**src/rtl/memory_controller_if.sv**
```systemverilog
`default_nettype none
// +----------------------------------------------------------------------------+
// | Module   : memory_controller_if                                            |
// | Brief    : Core-side request ports and memory-side bus of the controller.  |
// | Revision : 1.0                                                             |
// +----------------------------------------------------------------------------+
interface memory_controller_if #(
    parameter int ADDR_WIDTH = 16,
    parameter int DATA_WIDTH = 16
);
    logic                  fetchReq;
    logic [ADDR_WIDTH-1:0] fetchAddr;
    logic                  fetchDone;
    logic [DATA_WIDTH-1:0] fetchData;
    logic                  dataReq;
    logic                  dataWrite;
    logic [ADDR_WIDTH-1:0] dataAddr;
    logic [DATA_WIDTH-1:0] dataWData;
    logic                  dataDone;
    logic [DATA_WIDTH-1:0] dataRData;
    logic                  busy;
    logic                  memEnable;
    logic                  memWriteEnable;
    logic [ADDR_WIDTH-1:0] memAddress;
    logic [DATA_WIDTH-1:0] memWriteData;
    logic [DATA_WIDTH-1:0] memReadData;

    modport slave (
        input  fetchReq, fetchAddr, dataReq, dataWrite, dataAddr, dataWData, memReadData,
        output fetchDone, fetchData, dataDone, dataRData, busy,
               memEnable, memWriteEnable, memAddress, memWriteData
    );

    modport master (
        output fetchReq, fetchAddr, dataReq, dataWrite, dataAddr, dataWData, memReadData,
        input  fetchDone, fetchData, dataDone, dataRData, busy,
               memEnable, memWriteEnable, memAddress, memWriteData
    );
endinterface
`default_nettype wire

```
**src/rtl/memory_controller.sv**
```systemverilog
`default_nettype none
// +----------------------------------------------------------------------------+
// | Module   : memory_controller                                               |
// | Brief    : Arbitrates fetch and load/store ports onto a single-port        |
// |            synchronous memory; one access per four cycles.                 |
// | Revision : 1.0                                                             |
// +----------------------------------------------------------------------------+
module memory_controller #(
    parameter int ADDR_WIDTH = 16,
    parameter int DATA_WIDTH = 16
) (
    input  wire logic           clock,
    input  wire logic           reset,
    memory_controller_if.slave  bus
);

    typedef enum logic [1:0] {
        S_IDLE   = 2'd0,
        S_ACCESS = 2'd1,
        S_WAIT   = 2'd2,
        S_DONE   = 2'd3
    } state_t;

    localparam logic c_GRANT_FETCH = 1'b0;
    localparam logic c_GRANT_DATA  = 1'b1;

    state_t                r_state;
    logic                  r_last_grant;
    logic                  r_grant;
    logic                  r_is_write;
    logic                  r_mem_enable;
    logic                  r_mem_we;
    logic [ADDR_WIDTH-1:0] r_mem_addr;
    logic [DATA_WIDTH-1:0] r_mem_wdata;
    logic                  r_fetch_done;
    logic                  r_data_done;
    logic [DATA_WIDTH-1:0] r_fetch_data;
    logic [DATA_WIDTH-1:0] r_data_rdata;
    logic                  r_busy;

    state_t                w_state;
    logic                  w_last_grant;
    logic                  w_grant;
    logic                  w_is_write;
    logic                  w_mem_enable;
    logic                  w_mem_we;
    logic [ADDR_WIDTH-1:0] w_mem_addr;
    logic [DATA_WIDTH-1:0] w_mem_wdata;
    logic                  w_fetch_done;
    logic                  w_data_done;
    logic [DATA_WIDTH-1:0] w_fetch_data;
    logic [DATA_WIDTH-1:0] w_data_rdata;
    logic                  w_busy;
    logic                  w_pick_data;

    // Data wins when alone, or on a conflict when fetch was served last.
    assign w_pick_data = bus.dataReq &&
                         (!bus.fetchReq || (r_last_grant == c_GRANT_FETCH));

    always_comb begin
        w_state      = r_state;
        w_last_grant = r_last_grant;
        w_grant      = r_grant;
        w_is_write   = r_is_write;
        w_mem_enable = r_mem_enable;
        w_mem_we     = r_mem_we;
        w_mem_addr   = r_mem_addr;
        w_mem_wdata  = r_mem_wdata;
        w_fetch_done = r_fetch_done;
        w_data_done  = r_data_done;
        w_fetch_data = r_fetch_data;
        w_data_rdata = r_data_rdata;

        case (r_state)
            S_IDLE: begin
                if (bus.fetchReq || bus.dataReq) begin
                    w_grant      = w_pick_data ? c_GRANT_DATA : c_GRANT_FETCH;
                    w_last_grant = w_grant;
                    w_mem_enable = 1'b1;
                    w_mem_we     = w_pick_data && bus.dataWrite;
                    w_is_write   = w_mem_we;
                    w_mem_addr   = w_pick_data ? bus.dataAddr : bus.fetchAddr;
                    // Fetches never write, so the write-data bus keeps its last value.
                    if (w_pick_data) begin
                        w_mem_wdata = bus.dataWData;
                    end
                    w_state = S_ACCESS;
                end
            end
            S_ACCESS: begin
                w_mem_enable = 1'b0;
                w_mem_we     = 1'b0;
                w_state      = S_WAIT;
            end
            S_WAIT: begin
                if (r_grant == c_GRANT_DATA) begin
                    if (!r_is_write) begin
                        w_data_rdata = bus.memReadData;
                    end
                    w_data_done = 1'b1;
                end else begin
                    w_fetch_data = bus.memReadData;
                    w_fetch_done = 1'b1;
                end
                w_state = S_DONE;
            end
            S_DONE: begin
                w_fetch_done = 1'b0;
                w_data_done  = 1'b0;
                w_state      = S_IDLE;
            end
            default: begin
                w_state = S_IDLE;
            end
        endcase

        w_busy = (w_state != S_IDLE);
    end

    always_ff @(posedge clock) begin
        if (reset) begin
            r_state      <= S_IDLE;
            r_last_grant <= c_GRANT_FETCH;
            r_grant      <= c_GRANT_FETCH;
            r_is_write   <= 1'b0;
            r_mem_enable <= 1'b0;
            r_mem_we     <= 1'b0;
            r_mem_addr   <= '0;
            r_mem_wdata  <= '0;
            r_fetch_done <= 1'b0;
            r_data_done  <= 1'b0;
            r_fetch_data <= '0;
            r_data_rdata <= '0;
            r_busy       <= 1'b0;
        end else begin
            r_state      <= w_state;
            r_last_grant <= w_last_grant;
            r_grant      <= w_grant;
            r_is_write   <= w_is_write;
            r_mem_enable <= w_mem_enable;
            r_mem_we     <= w_mem_we;
            r_mem_addr   <= w_mem_addr;
            r_mem_wdata  <= w_mem_wdata;
            r_fetch_done <= w_fetch_done;
            r_data_done  <= w_data_done;
            r_fetch_data <= w_fetch_data;
            r_data_rdata <= w_data_rdata;
            r_busy       <= w_busy;
        end
    end

    assign bus.memEnable      = r_mem_enable;
    assign bus.memWriteEnable = r_mem_we;
    assign bus.memAddress     = r_mem_addr;
    assign bus.memWriteData   = r_mem_wdata;
    assign bus.fetchDone      = r_fetch_done;
    assign bus.fetchData      = r_fetch_data;
    assign bus.dataDone       = r_data_done;
    assign bus.dataRData      = r_data_rdata;
    assign bus.busy           = r_busy;

endmodule
`default_nettype wire

```
**src/flat_wrapper.sv**
```systemverilog
// flat-port wrapper written by rule: the top's interface ports become plain ports
module memory_controller_flat 
#(
    parameter int ADDR_WIDTH = 16,
    parameter int DATA_WIDTH = 16
)
  (clock, reset, bus_fetchReq, bus_fetchAddr, bus_dataReq, bus_dataWrite, bus_dataAddr, bus_dataWData, bus_memReadData, bus_fetchDone, bus_fetchData, bus_dataDone, bus_dataRData, bus_busy, bus_memEnable, bus_memWriteEnable, bus_memAddress, bus_memWriteData);
  memory_controller_if #(.ADDR_WIDTH(ADDR_WIDTH), .DATA_WIDTH(DATA_WIDTH)) bus_i ();
  input  wire logic clock;
  input  wire logic reset;
  input wire logic [$bits(bus_i.fetchReq)-1:0] bus_fetchReq;
  input wire logic [$bits(bus_i.fetchAddr)-1:0] bus_fetchAddr;
  input wire logic [$bits(bus_i.dataReq)-1:0] bus_dataReq;
  input wire logic [$bits(bus_i.dataWrite)-1:0] bus_dataWrite;
  input wire logic [$bits(bus_i.dataAddr)-1:0] bus_dataAddr;
  input wire logic [$bits(bus_i.dataWData)-1:0] bus_dataWData;
  input wire logic [$bits(bus_i.memReadData)-1:0] bus_memReadData;
  output wire logic [$bits(bus_i.fetchDone)-1:0] bus_fetchDone;
  output wire logic [$bits(bus_i.fetchData)-1:0] bus_fetchData;
  output wire logic [$bits(bus_i.dataDone)-1:0] bus_dataDone;
  output wire logic [$bits(bus_i.dataRData)-1:0] bus_dataRData;
  output wire logic [$bits(bus_i.busy)-1:0] bus_busy;
  output wire logic [$bits(bus_i.memEnable)-1:0] bus_memEnable;
  output wire logic [$bits(bus_i.memWriteEnable)-1:0] bus_memWriteEnable;
  output wire logic [$bits(bus_i.memAddress)-1:0] bus_memAddress;
  output wire logic [$bits(bus_i.memWriteData)-1:0] bus_memWriteData;
  assign bus_i.fetchReq = bus_fetchReq;
  assign bus_i.fetchAddr = bus_fetchAddr;
  assign bus_i.dataReq = bus_dataReq;
  assign bus_i.dataWrite = bus_dataWrite;
  assign bus_i.dataAddr = bus_dataAddr;
  assign bus_i.dataWData = bus_dataWData;
  assign bus_i.memReadData = bus_memReadData;
  assign bus_fetchDone = bus_i.fetchDone;
  assign bus_fetchData = bus_i.fetchData;
  assign bus_dataDone = bus_i.dataDone;
  assign bus_dataRData = bus_i.dataRData;
  assign bus_busy = bus_i.busy;
  assign bus_memEnable = bus_i.memEnable;
  assign bus_memWriteEnable = bus_i.memWriteEnable;
  assign bus_memAddress = bus_i.memAddress;
  assign bus_memWriteData = bus_i.memWriteData;
  memory_controller #(.ADDR_WIDTH(ADDR_WIDTH), .DATA_WIDTH(DATA_WIDTH)) u_core (.clock(clock), .reset(reset), .bus(bus_i));
endmodule
```
**config.mk**
```make
export PLATFORM = sky130hd
export DESIGN_NAME = memory_controller_flat
export DESIGN_NICKNAME = d
export VERILOG_FILES = /design/src/rtl/memory_controller_if.sv /design/src/rtl/memory_controller.sv /design/src/flat_wrapper.sv
export SDC_FILE = /design/constraint.sdc
export NUM_CORES = 1
export LEC_CHECK = 0
export CELL_PAD_IN_SITES_DETAIL_PLACEMENT = 0
export CELL_PAD_IN_SITES_GLOBAL_PLACEMENT = 1
export CORE_ASPECT_RATIO = 0.5
export CORE_MARGIN = 3
export CORE_UTILIZATION = 30
export DETAILED_ROUTE_END_ITERATION = 10
export GPL_ROUTABILITY_DRIVEN = 0
export PLACE_DENSITY_LB_ADDON = 0.1
export SLEW_MARGIN = 40
export SYNTH_ARGS = -nofsm -noshare
export SYNTH_HDL_FRONTEND = slang
export SYNTH_SLANG_ARGS = --single-unit
```
**constraint.sdc**
```tcl
create_clock -name clock -period 3.3 [get_ports clock]
set_clock_uncertainty 0.1 [all_clocks]
set_input_delay 0.66 -clock clock [delete_from_list [all_inputs] [get_ports clock]]
set_output_delay 0.66 -clock clock [all_outputs]
set_load 0.05 [all_outputs]
```
==> results of run 1 <==
-- cells in the mapped netlist (all sizes together), types with 2 or more instances --
cell type | number | area, µm²
nand2 | 81 | 304
dfxtp | 73 | 1460
a21oi | 70 | 350
nor2 | 22 | 82.6
o21ai | 20 | 104
nand3 | 17 | 85.1
a211oi | 16 | 175
buf | 16 | 101
clkbuf | 14 | 55.1
inv | 6 | 22.5
ha | 5 | 62.6
a21bo | 2 | 20.0
nor2b | 2 | 12.5
nor3b | 2 | 15.0
-- metrics by stage --
step	utilization	instances	power [mW]	hold WS, ns
finish	0.510	613	3.29	0.354
global route	0.510	613	3.47	0.373
CTS	0.510	613	3.33	0.356
detailed placement	0.477	597	2.35	0.347
global placement	0.477	597	2.33	0.341
floorplan	-	355	1.93	0.359
-- area by class of cell --
cell class                 instances  area (µm²)  area share
sequential                        73        1460       0.315
clock inverter                     7        71.3      0.0154
tap                              130         163      0.0351
inverter                           6        22.5     0.00486
clock buffer                       9         225      0.0486
timing repair buffer             142        1400       0.303
multi-input combinational        246        1290       0.278
-- cell families after synthesis --
kind of cell	after synthesis	share of synthesized area
AOI/OAI and AO/OA	113	0.239
adders and majority gates	5	0.0213
DFF	73	0.499
buffers and inverters	36	0.0610
and+or+nand+nor	128	0.180
-- routing by layer --
layer | track usage | up-vias
li1 | - | 1446
met1 | 0.198 | 1362
met2 | 0.277 | 114
met3 | 0.0822 | 6
met4 | 0.0360 | 0
met5 | 0 | -
-- power groups by stage --
stage	clock network (mW)	registers (mW)	logic, mW
6_report	0.963	1.09	1.24
5_1_grt	1.03	1.11	1.33
4_1_cts	0.993	1.09	1.25
3_5_place_dp	0	1.11	1.25
3_3_place_gp	0	1.10	1.23
2_1_floorplan	0	1.50	0.438
-- flip-flops by register name, indices dropped and copies added (netlist names) --
name,flops
u_core.bus.dataRData,16
u_core.bus.fetchData,16
u_core.bus.memAddress,16
u_core.bus.memWriteData,16
u_core.r_state,2
u_core.bus.busy,1
u_core.bus.dataDone,1
u_core.bus.fetchDone,1
u_core.bus.memEnable,1
u_core.bus.memWriteEnable,1
u_core.r_is_write,1
u_core.r_last_grant,1
-- tightest hold or removal path, stage by stage, from the launching register on --
cell and delay, ns:
dfxtp_1 0.31, nand2_1 0.05, a21oi_1 0.05
-- worst min path at each step --
stage / endpoint / slack (ns) / depth (start not counted)
floorplan: u_core.r_is_write$_SDFFE_PP0P_ / 0.36 / 2
global placement: u_core.bus.fetchData[0]$_SDFFE_PP0P_ / 0.34 / 2
detailed placement: u_core.bus.dataRData[3]$_SDFFE_PP0P_ / 0.35 / 2
CTS: u_core.bus.dataRData[3]$_SDFFE_PP0P_ / 0.36 / 2
global route: u_core.bus.dataRData[15]$_SDFFE_PP0P_ / 0.37 / 2
finish: u_core.bus.dataRData[3]$_SDFFE_PP0P_ / 0.35 / 2
==> impl_metrics.ini, run 1 <==
[floorplanning]
core-area_um2 = 9100
overall_die_area_um2 = 11100
die_width_um = 146
fp_rows = 24
die_y_um = 75.9
initial_utilization = 0.322
ioPinCount = 138

[clock_tree]
number_of_gates_given_a_new_drive_strength_after_cts = 0
clk_pin_slew_worst_paths_ns = 0.06
tritoncts = yes
deepest_clock_path_buffer_count = 2
clock_latency_ns = 0.33
cts_hold_buffers = 0
clockRootBuffer = clkbuf_16
htreeDepth = 3
cts_buffers = 9
post-cts-setup-buffers = 0
numClockSinks = 73

[drt]
detail_route.first_pass.iterations = 5
route.detailed.drc = 0
post_drt_wl_per_cell_um = 15.1
met1Wirelength_mm = 4.02
num_vias = 2928
drt_wl_total_mm = 9.23
dr_wl_met3_um = 865
drt_iter0_markers = 156
detail_route.vias_per_cell = 4.78
highest-signal-layer = met4
met2_wire_len_mm = 4.30
drt.antenna.violating_nets = 0

[synthesis]
yosys_most_used_dff = dfxtp_1
synth_nets = 429
synth-edff-count = 0
syn_area_um2 = 2930
netlist_instances = 355
post_synthesis_area_per_instance_um2 = 8.26
synth.lib_cells_used.distinct = 29
ys_seq_elements = 73
synth_seq_area_share = 0.499
asyncSetResetFlopFracSynth = 0
synthesis.yosys.warnings = 0

[setup_path]
reg_to_reg_slack_setup_ns = 1.27
timing.critical_path.required_ns = 2.54
buf_inv_stages_crit_path = 1
critical_path.startpoint_type = flip-flop
critPathArrivalTime_ns = 1.50
crit_path_end_kind = primary output
worstSetupPathDepth = 1
critical_path_class = reg -> out
crit_path_cell_trace = clkdlybuf4s50_1
max_stage_delay_ns = 0.82
critPathLaunch = u_core.bus.memAddress[11]$_SDFFE_PP0P_
timing.rr.start = u_core.r_state[0]$_SDFF_PP0_
critPathSlowestCell = clkdlybuf4s50_1
r2r_cells = 5
critPathCapture = bus_memAddress[11]
worst-path-max-fanout = 2
timing.rr.end = u_core.bus.memAddress[4]$_SDFFE_PP0P_
timing.critical_path.max_delay_family = buffers and inverters

[place]
detailed_place.area_um2 = 4340
detailed_place_hpwl_mm = 6.50
pre_cts_setup_slack_ns = 0.783
io_buffers = 137

[sta]
grt_setup_unrepaired = no
final_hold_viol_count = 0
maxSlewHeadroom = 0.490
setup_slack_ns = 1.04
fmax_mhz = 442
worst_slew_pin_slew_ns = 0.765
timing.final.max_slew_violations = 0
min_period_over_period = 0.686
setup_violations = 0
fin_setup_tns_ns = 0
shortest_clock_period_the_worst_path_allows_after_layout_ns = 2.26

[global_routing]
largest_net_degree_at_the_start_of_global_routing = 33
globalRoute.totalOverflow = 0
vias_in_the_first_global_route = 2967
first_pass_grt_wire_length_mm = 15.1
antenna_found_initial = 0
groute.usage.overall = 0.168

[finish]
layout.nets = 552
post-route-cell-area_um2 = 4640
layout.cells.most_common = clkdlybuf4s50_1
final_layout_size_suffix_gt1_frac = 0.0766
num_antenna_cells = 0
final_cell_mix = 136 x clkdlybuf4s50_1, 81 x nand2_1, 73 x dfxtp_1, 70 x a21oi_1, 22 x nor2_1
filler_cell_count = 869
layout-area-overhead-vs-synth_pct = 58.2

[pwr]
power.static_leakage_nw = 1.64
total_power_divided_by_cell_area_nw_per_um2 = 709
swShare = 0.386
p_comb_frac = 0.376
sequentialPowerShare = 0.331
power.share.clock = 0.293
power.net_switching_mw = 1.27
internal_power_mw = 2.02
vdd.ir_drop.worst_mv = 0.333

[worst_hold_path]
timing.hold.worst.class = reg -> reg
worst_hold_startpoint = u_core.bus.dataRData[3]$_SDFFE_PP0P_

[outcome]
result_of_the_run = finished clean

[flow_run]
maxCapViolations = 0
Note: power is estimated with default switching activity, not from simulation.
==> inputs of run 2 (changes only) <==
--- a/config.mk
+++ b/config.mk
@@ -9,7 +9,7 @@
 export CELL_PAD_IN_SITES_GLOBAL_PLACEMENT = 1
 export CORE_ASPECT_RATIO = 0.5
 export CORE_MARGIN = 3
-export CORE_UTILIZATION = 30
+export CORE_UTILIZATION = 29
 export DETAILED_ROUTE_END_ITERATION = 10
 export GPL_ROUTABILITY_DRIVEN = 0
 export PLACE_DENSITY_LB_ADDON = 0.1
==> constraint.sdc (replaced) <==
create_clock -name clock -period 2.1 [get_ports clock]
set_clock_uncertainty 0.1 [all_clocks]
set_input_delay 0.42 -clock clock [delete_from_list [all_inputs] [get_ports clock]]
set_output_delay 0.42 -clock clock [all_outputs]
set_load 0.05 [all_outputs]
==> run 2 against run 1 <==
Global-route usage shrank 0.72 points; non-clock buffer count grew 5; largest power group unchanged; design area grew 2.5%; core utilization shrank 1.6 points; combinational power grew 65%; die area grew 3.2%; register-to-register slack lost 0.90 ns; flip-flop and latch count is the same; highest routed layer unchanged.
==> impl_metrics.ini, run 2 (synthesized netlist as in run 1, its figures left out) <==
[finish]
final_layout_size_suffix_gt1_frac = 0.0902
layout.nets = 557
final_cell_mix = 134 x clkdlybuf4s50_1, 81 x nand2_1, 73 x dfxtp_1, 70 x a21oi_1, 22 x nor2_1
layout-area-overhead-vs-synth_pct = 62.1
post-route-cell-area_um2 = 4750
num_antenna_cells = 0
layout.cells.most_common = clkdlybuf4s50_1

[worst_hold_path]
min_path_cells = 2
worst_hold_startpoint = u_core.bus.dataRData[5]$_SDFFE_PP0P_
min_delay_worst_endpoint = u_core.bus.dataRData[5]$_SDFFE_PP0P_
timing.hold.worst.class = reg -> reg

[global_routing]
antenna_found_initial = 0
groute.usage.overall = 0.160
first_pass_grt_wire_length_mm = 14.8
global_route.peak_usage_layer = met2
globalRouteMet3Util = 0.0697
groute.layer.met2.usage = 0.265
globalRouteMet1Util = 0.193
largest_net_degree_at_the_start_of_global_routing = 74
vias_in_the_first_global_route = 2906
globalRoute.totalOverflow = 0

[setup_path]
worst-path-max-fanout = 2
reg_to_reg_slack_setup_ns = 0.37
critPathArrivalTime_ns = 1.51
timing.rr.end = u_core.bus.fetchData[9]$_SDFFE_PP0P_
r2r_cells = 5
buf_inv_stages_crit_path = 1
timing.critical_path.max_delay_family = buffers and inverters
critical_path.startpoint_type = flip-flop
critPathSlowestCell = clkdlybuf4s50_1
critical_path_class = reg -> out
crit_path_cell_trace = clkdlybuf4s50_1
max_stage_delay_ns = 0.82
timing.critical_path.required_ns = 1.58
crit_path_end_kind = primary output
timing.rr.start = u_core.r_state[0]$_SDFF_PP0_

[sta]
timing.final.max_slew_violations = 0
grt_setup_unrepaired = no
fmax_mhz = 492
shortest_clock_period_the_worst_path_allows_after_layout_ns = 2.03
final_hold_viol_count = 0
min_period_over_period = 0.967
maxSlewHeadroom = 0.549
fin_setup_tns_ns = 0
setup_violations = 0
worst_slew_pin_slew_ns = 0.674

[place]
io_buffers = 137
detailed_place.area_um2 = 4460
detailed_place_hpwl_mm = 6.34

[clock_tree]
deepest_clock_path_buffer_count = 2
cts_hold_buffers = 0
numClockSinks = 73
post-cts-setup-buffers = 0
htreeDepth = 3
cts_buffers = 9
clockRootBuffer = clkbuf_16
clock_latency_ns = 0.33
number_of_gates_given_a_new_drive_strength_after_cts = 0
clk_pin_slew_worst_paths_ns = 0.06
tritoncts = yes

[pwr]
finalPower_mw = 5.26
total_power_divided_by_cell_area_nw_per_um2 = 1110
power.static_leakage_nw = 1.70
vdd.ir_drop.worst_mv = 0.554

[floorplanning]
initial_utilization = 0.304
fp_rows = 25
die_width_um = 148
core-area_um2 = 9630
die_y_um = 77.1
ioPinCount = 138
overall_die_area_um2 = 11400

[outcome]
result_of_the_run = finished clean

[drt]
drt_wl_total_mm = 9.13
drt.antenna.violating_nets = 0
num_vias = 2964
route.detailed.drc = 0
drt_iter0_markers = 103
detail_route.first_pass.iterations = 4
post_drt_wl_per_cell_um = 14.7
detail_route.vias_per_cell = 4.76

[flow_run]
maxCapViolations = 0
[run 2: cell count changes in the layout (fill, tap and decap cells not counted)]
cell and change:
buf_4 +1, nor2b_2 +1, nor2b_1 -1, clkbuf_1 +1
inv_6 +1, clkinv_4 -1, clkinv_2 -1, buf_12 +6
clkdlybuf4s50_1 -2
[run 2: cell type report]
cell class                 instances  area (µm²)
clock buffer                      10         229
clock inverter                     6        66.3
fill                             960        4880
inverter                           6        22.5
multi-input combinational        246        1290
sequential                        73        1460
tap                              135         169
timing repair buffer             147        1510
[run 2: worst max-delay path by stage]
stage / endpoint / slack (ns) / cells past startpoint / startpoint
floorplan: u_core.bus.memAddress[10]$_SDFFE_PP0P_ / 0.55 / 8 / u_core.r_state[0]$_SDFF_PP0_
global placement: u_core.bus.fetchData[10]$_SDFFE_PP0P_ / 0.09 / 5 / u_core.r_state[0]$_SDFF_PP0_
detailed placement: u_core.bus.memAddress[15]$_SDFFE_PP0P_ / 0.07 / 5 / bus_dataReq
CTS: bus_memAddress[8] / 0.04 / 1 / u_core.bus.memAddress[8]$_SDFFE_PP0P_
global route: bus_memAddress[8] / 0.01 / 1 / u_core.bus.memAddress[8]$_SDFFE_PP0P_
finish: bus_memAddress[8] / 0.07 / 1 / u_core.bus.memAddress[8]$_SDFFE_PP0P_
[run 2: power breakdown]
| part | switching (mW) | total, mW | internal, mW |
|---|---|---|---|
| clock | 0.597 | 1.52 | 0.922 |
| sequential | 0.109 | 1.70 | 1.59 |
| combinational | 1.30 | 2.05 | 0.747 |
[run 2: stage by stage]
stage,worst slack [ns],utilization,instances,hold slack [ns]
2_1_floorplan,0.545,-,355,0.359
3_3_place_gp,0.0884,0.462,607,0.343
3_5_place_dp,0.0671,0.463,607,0.349
4_1_cts,0.0372,0.493,623,0.357
5_1_grt,0.0100,0.493,623,0.377
6_report,0.0686,0.493,623,0.354
[run 2: metal layers]
layer | vias up | part of all wire
li1 | 1450 | -
met1 | 1401 | 0.44
met2 | 103 | 0.47
met3 | 10 | 0.080
met4 | 0 | 0.0096
met5 | - | 0
